<file path="src/rtl/jam_pkg.sv">
// Shared definitions for the jam-mode sequencer.
//   jam_state_e    : controller state encoding
//   *_DEF          : default parameter values for jam_sched_ctrl
package jam_pkg;

  typedef enum logic [1:0] {
    IDLE  = 2'd0,
    ARM   = 2'd1,
    START = 2'd2,
    RUN   = 2'd3
  } jam_state_e;

  localparam int CNT_W_DEF        = 8;
  localparam int ENTRY_DLY_DEF    = 4;
  localparam int EXIT_DLY_DEF     = 4;
  localparam int GREEN_CYCLES_DEF = 20;

endpackage

</file>
<file path="src/rtl/jam_stable_cnt.sv">
// Consecutive-cycle qualifier counter.
//   clk, rst_n : clock, async active-low reset
//   clr        : synchronous clear (wins over counting)
//   qual       : qualifier; a low sample restarts the count
//   hit        : combinational; this edge's increment reaches LIMIT
module jam_stable_cnt #(
  parameter int CNT_W = 8,
  parameter int LIMIT = 4
) (
  input  logic clk,
  input  logic rst_n,
  input  logic clr,
  input  logic qual,
  output logic hit
);

  logic [CNT_W-1:0] cnt;
  logic [CNT_W-1:0] cnt_inc;

  // Saturate so a qualifier held past LIMIT never wraps back to a match.
  assign cnt_inc = (cnt == '1) ? cnt : cnt + 1'b1;
  assign hit     = qual && !clr && (cnt_inc == CNT_W'(LIMIT));

  always_ff @(posedge clk or negedge rst_n) begin
    if (!rst_n)            cnt <= '0;
    else if (clr || !qual) cnt <= '0;
    else                   cnt <= cnt_inc;
  end

endmodule

</file>
<file path="src/rtl/jam_sched_ctrl.sv">
// Jam-mode sequencer driving the jam-operation unit.
//   clk, rst_n        : clock, async active-low reset
//   jam_sensor_0..3   : per-road jam flags (already synchronous)
//   mode_en           : jam mode permitted; low forces IDLE
//   jam_op_en         : jam mode active
//   jam_start         : one-cycle pulse on entry
//   jam_rotation      : one-cycle pulse every GREEN_CYCLES in RUN
//   rot_cnt           : rotations since last start, saturating
module jam_sched_ctrl
  import jam_pkg::*;
#(
  parameter int CNT_W        = CNT_W_DEF,
  parameter int ENTRY_DLY    = ENTRY_DLY_DEF,
  parameter int EXIT_DLY     = EXIT_DLY_DEF,
  parameter int GREEN_CYCLES = GREEN_CYCLES_DEF
) (
  input  logic             clk,
  input  logic             rst_n,
  input  logic             jam_sensor_0,
  input  logic             jam_sensor_1,
  input  logic             jam_sensor_2,
  input  logic             jam_sensor_3,
  input  logic             mode_en,
  output logic             jam_op_en,
  output logic             jam_start,
  output logic             jam_rotation,
  output logic [CNT_W-1:0] rot_cnt
);

  jam_state_e       state;
  logic [CNT_W-1:0] green_cnt;
  logic [CNT_W-1:0] green_inc;
  logic             any_jam;
  logic             entry_clr, entry_hit;
  logic             exit_clr, exit_hit;
  logic             rot_due;

  assign any_jam = jam_sensor_0 | jam_sensor_1 | jam_sensor_2 | jam_sensor_3;

  // Entry qualification only runs while idle/arming; exit only in RUN.
  assign entry_clr = !mode_en || (state == START) || (state == RUN);
  assign exit_clr  = !mode_en || (state != RUN);

  jam_stable_cnt #(.CNT_W(CNT_W), .LIMIT(ENTRY_DLY)) u_entry (
    .clk  (clk),
    .rst_n(rst_n),
    .clr  (entry_clr),
    .qual (any_jam),
    .hit  (entry_hit)
  );

  jam_stable_cnt #(.CNT_W(CNT_W), .LIMIT(EXIT_DLY)) u_exit (
    .clk  (clk),
    .rst_n(rst_n),
    .clr  (exit_clr),
    .qual (!any_jam),
    .hit  (exit_hit)
  );

  // green_cnt holds (cycles since the start pulse) mod GREEN_CYCLES, so it
  // is 0 in the start cycle and in every rotation cycle.
  assign green_inc = green_cnt + 1'b1;
  assign rot_due   = (green_inc == CNT_W'(GREEN_CYCLES));

  always_ff @(posedge clk or negedge rst_n) begin
    if (!rst_n) begin
      state        <= IDLE;
      jam_op_en    <= 1'b0;
      jam_start    <= 1'b0;
      jam_rotation <= 1'b0;
      green_cnt    <= '0;
      rot_cnt      <= '0;
    end else if (!mode_en) begin
      // rot_cnt deliberately holds across a forced exit.
      state        <= IDLE;
      jam_op_en    <= 1'b0;
      jam_start    <= 1'b0;
      jam_rotation <= 1'b0;
      green_cnt    <= '0;
    end else begin
      jam_start    <= 1'b0;
      jam_rotation <= 1'b0;
      case (state)
        IDLE, ARM: begin
          if (entry_hit) begin
            state     <= START;
            jam_op_en <= 1'b1;
            jam_start <= 1'b1;
            green_cnt <= '0;
            rot_cnt   <= '0;
          end else begin
            state     <= any_jam ? ARM : IDLE;
            jam_op_en <= 1'b0;
          end
        end
        START, RUN: begin
          // Exit beats a coincident rotation: no pulse on the exit edge.
          if (state == RUN && exit_hit) begin
            state     <= IDLE;
            jam_op_en <= 1'b0;
            green_cnt <= '0;
          end else begin
            state     <= RUN;
            jam_op_en <= 1'b1;
            if (rot_due) begin
              jam_rotation <= 1'b1;
              green_cnt    <= '0;
              if (rot_cnt != '1) rot_cnt <= rot_cnt + 1'b1;
            end else begin
              green_cnt <= green_inc;
            end
          end
        end
        default: begin
          state     <= IDLE;
          jam_op_en <= 1'b0;
        end
      endcase
    end
  end

endmodule

</file>
<file path="config.mk">
export PLATFORM = sky130hd
export DESIGN_NAME = jam_sched_ctrl
export DESIGN_NICKNAME = d
export VERILOG_FILES = /design/src/rtl/jam_pkg.sv /design/src/rtl/jam_stable_cnt.sv /design/src/rtl/jam_sched_ctrl.sv
export SDC_FILE = /design/constraint.sdc
export NUM_CORES = 1
export LEC_CHECK = 0
export ABC_AREA = 0
export CAP_MARGIN = 20
export CORE_MARGIN = 4
export CORE_UTILIZATION = 40
export CTS_CLUSTER_SIZE = 30
export DETAILED_ROUTE_END_ITERATION = 8
export GPL_ROUTABILITY_DRIVEN = 0
export PLACE_DENSITY = 0.56
export SLEW_MARGIN = 10
export SYNTH_ARGS = -nofsm -noshare
export SYNTH_HDL_FRONTEND = slang
export SYNTH_HIERARCHICAL = 1
export SYNTH_SLANG_ARGS = --single-unit
export TNS_END_PERCENT = 50
</file>
<file path="constraint.sdc">
create_clock -name clk -period 4.4 [get_ports clk]
set_clock_uncertainty 0.2 [all_clocks]
set_input_delay 0.88 -clock clk [delete_from_list [all_inputs] [get_ports clk]]
set_output_delay 0.88 -clock clk [all_outputs]
set_load 0.005 [all_outputs]
</file>
==> summary.json <==
{
  "sequential_cell_area_um2": 901,
  "cts.repair.resized": 0,
  "detail_route.first_pass.iterations": 4,
  "post_cts_buffers": 0,
  "pwr-share-seq_pct": 51.9,
  "clk_root_buffer_cell": "sky130_fd_sc_hd__clkbuf_8",
  "synth.avg_cell_area_um2": 9.15,
  "power.combinational.fraction_pct": 15.0,
  "netlist_top_cells_area": "sky130_fd_sc_hd__dfrtp_1, sky130_fd_sc_hd__nor2_1, sky130_fd_sc_hd__nand3_1",
  "regToRegStartpoint": "jam_op_en",
  "holdCritPathClass": "register to register",
  "power_per_cell_area_nw_per_um2": 302,
  "clkSinkCount": 36,
  "synth_fp_nets": 240,
  "fin_cells": 315,
  "area_growth_syn_to_layout_pct": 14.4,
  "synth_cell_types": 49,
  "cap_viol_max_count": 0,
  "grt_pass1_wl_um": 7850,
  "status": "completed",
  "yosysTopAreaCellShare_pct": 43.2,
  "portBuffers": 17,
  "floorplan.die.height_um": 80.2,
  "grt_overflow": 0,
  "global_route_total_usage_across_every_layer_pct": 15.4,
  "post_synth_mux_area_share_pct": 0.959,
  "fraction_of_layout_instances_using_a_drive_strength_above_1_pct": 8.16,
  "cts-root-to-sink-buffers": 2,
  "postCtsHoldBufs": 0,
  "reg2reg_depth": 10,
  "ctsHtreeMaxLevel": 2,
  "crit_arrival_ps": 3790,
  "timing.final.crit_share_pct": 86.0,
  "dp_cells": 307,
  "post_synth_most_frequent_cells": "sky130_fd_sc_hd__dfrtp_1, sky130_fd_sc_hd__nor2_1, sky130_fd_sc_hd__nand3_1",
  "timing_max_transition_violations_final": 0,
  "synth_compound_area_share_pct": 20.4,
  "synth_edf_count": 0,
  "fillerInstances": 509,
  "number_of_primary_i_o_pins": 18,
  "achievable-frequency_ghz": 0.264,
  "routed-via-count": 1740,
  "post_synth_xor_area_fraction_pct": 2.10,
  "netlist_area_um2": 2090,
  "finalHoldWorstSlack_ps": 291,
  "routed_wl_um": 4470,
  "worst_ir_drop_vdd_uv": 215,
  "setup_violations_final": 0,
  "die_width_um": 80.2,
  "period_minus_slack_ps": 3780,
  "core_um2": 5070,
  "detail_route.iter0.violations": 81,
  "drt_drc_violations_left": 0,
  "vias_per_cell": 5.52,
  "relSlewSlack_pct": 44.5,
  "floorplan.rows": 26,
  "startpoint_type": "primary input",
  "worst_slack_ps": 617,
  "antenna_found_initial": 0,
  "synthesis.instances": 228,
  "yosys_warnings": 6,
  "dp_slack_ps": 352,
  "cts_tree": "built",
  "postSynth.topFlopCell": "sky130_fd_sc_hd__dfrtp_1",
  "cp_max_fo": 9,
  "initial_core_util_pct": 41.1,
  "clock_insertion_delay_worst_skew_ps": 280,
  "postRouteAntennaNets": 0,
  "cts.reportedPaths.clkPinSlew_ps": 70,
  "grt_pass1_vias": 1688,
  "crit_type": "primary input to register",
  "worst-endpoint-required_ps": 4410,
  "avgRoutedWirePerCell_um": 14.2,
  "power.share.clock_pct": 33.1,
  "yosys.area_share.simple_pct": 25.4,
  "grt_max_degree": 37,
  "power.switching_fraction_pct": 26.8,
  "yosysMostFrequentCell": "sky130_fd_sc_hd__dfrtp_1",
  "power.leakage_uw": 0.000945,
  "synth_top_family_by_area": "simple AND/OR/NAND/NOR gates",
  "p_sw_uw": 193,
  "synth_async_sr_flop_share_pct": 100,
  "die_area_um2": 6440,
  "dpl.hpwl_um": 3110,
  "worst_hold_path.num_cells": 1,
  "endpoints_failing_hold": 0,
  "postSynthRegisterBits": 36,
  "fin_tns_setup_ps": 0,
  "holdCritStartpoint": "green_cnt[7]",
  "cp-startpoint": "mode_en",
  "worstMarginPinSlew_ps": 832,
  "yosys.area_share.adder_pct": 3.00,
  "synth_top_cell_by_area": "sky130_fd_sc_hd__dfrtp_1",
  "power.internal_uw": 528,
  "footprint_of_the_multi_input_gates_um2": 1080,
  "critical_path.endpoint_type": "register",
  "rsz0062_at_grt": "no",
  "synth-seq-area-share_pct": 43.2,
  "num-nets-final": 256,
  "tritoncts.num_buffers": 5,
  "antennaDiodeCount": 0
}
==> metal layers <==
layer / GRT usage [%] / share of wire (%)
met1: 21.4 / 50
met3: 3.70 / 3.2
met5: 0 / 0
met4: 5.41 / 0.89
met2: 23.2 / 45
==> power groups by stage <==
| stage | clock network (uW) | logic, uW | registers, uW |
|---|---|---|---|
| floorplan | 0 | 58.1 | 374 |
| global placement | 0 | 108 | 381 |
| detailed placement | 0 | 109 | 380 |
| CTS | 255 | 110 | 374 |
| global route | 269 | 122 | 378 |
| finish | 239 | 108 | 374 |
==> registers in the layout (all words and copies together), names as in the netlist <==
signal / cells
green_cnt: 8
jam_op_en: 1
jam_rotation: 1
jam_start: 1
rot_cnt: 8
state: 1
u_entry/cnt: 8
u_exit/cnt: 8
==> cell usage in the layout (no fill, tap or decap), types with 3 or more instances in the layout <==
| master | n |
|---|---|
| sky130_fd_sc_hd__a211oi_1 | 4 |
| sky130_fd_sc_hd__a21oi_1 | 10 |
| sky130_fd_sc_hd__a22o_1 | 3 |
| sky130_fd_sc_hd__a31oi_1 | 5 |
| sky130_fd_sc_hd__and3_4 | 3 |
| sky130_fd_sc_hd__buf_4 | 3 |
| sky130_fd_sc_hd__clkbuf_8 | 6 |
| sky130_fd_sc_hd__clkdlybuf4s50_1 | 16 |
| sky130_fd_sc_hd__dfrtp_1 | 36 |
| sky130_fd_sc_hd__ha_1 | 5 |
| sky130_fd_sc_hd__inv_1 | 10 |
| sky130_fd_sc_hd__nand2_1 | 13 |
| sky130_fd_sc_hd__nand2b_1 | 3 |
| sky130_fd_sc_hd__nand3_1 | 17 |
| sky130_fd_sc_hd__nand4_1 | 6 |
| sky130_fd_sc_hd__nand4b_1 | 3 |
| sky130_fd_sc_hd__nor2_1 | 25 |
| sky130_fd_sc_hd__nor3_1 | 9 |
| sky130_fd_sc_hd__nor4_1 | 3 |
| sky130_fd_sc_hd__o211ai_1 | 3 |
| sky130_fd_sc_hd__o21ai_0 | 8 |
| sky130_fd_sc_hd__o21ai_1 | 4 |
| sky130_fd_sc_hd__o31ai_1 | 5 |
| sky130_fd_sc_hd__o41ai_1 | 4 |
| sky130_fd_sc_hd__xnor2_1 | 3 |
==> metrics by stage <==
stage | area (um^2) | util (%) | total power, uW
after CTS | 2390 | 47.0 | 739
final | 2390 | 47.0 | 721
after global routing | 2390 | 47.0 | 769
after floorplan | 2090 | - | 432
after detailed placement | 2300 | 45.3 | 490
after global placement | 2300 | 45.3 | 489
==> path summary, 6_finish.rpt <==
| kind | slack [ps] | end |
|---|---|---|
| setup reg to reg | 1060 | rot_cnt[3] |
| hold reg to reg | 290 | green_cnt[7] |
| max in group asynchronous | 2980 | rot_cnt[1] |
| setup / recovery | 620 | rot_cnt[3] |
| hold / removal | 290 | green_cnt[7] |
| min in group asynchronous | 500 | u_entry/cnt[2] |
==> kinds of logic (layout without fill, tap and decap cells) <==
group / count (synthesis) / count (layout)
flops: 36 / 36
buf+inv: 21 / 38
mux: 2 / 2
fa+ha+maj: 5 / 5
simple gates: 98 / 98
xor+xnor: 5 / 5
compound gates: 61 / 61
==> final cells by class <==
| cell class | count | area share [%] |
|---|---|---|
| Multi-Input combinational cell | 171 | 45.4 |
| Sequential cell | 36 | 37.7 |
| Timing Repair Buffer | 20 | 7.86 |
| Clock buffer | 8 | 3.77 |
| Tap cell | 70 | 3.67 |
| Inverter | 10 | 1.57 |
==> worst max-delay path, stage by stage <==
cell and delay (ps):
sky130_fd_sc_hd__clkdlybuf4s50_1 540, sky130_fd_sc_hd__nand2b_1 130, sky130_fd_sc_hd__nand2b_1 300, sky130_fd_sc_hd__nor4_1 290, sky130_fd_sc_hd__o211a_1 180, sky130_fd_sc_hd__and3_1 240, sky130_fd_sc_hd__o21ai_1 110, sky130_fd_sc_hd__a31oi_2 230
sky130_fd_sc_hd__o21ai_1 280, sky130_fd_sc_hd__or4_1 470, sky130_fd_sc_hd__a21oi_1 160
Power figures use the tool's default switching activity.
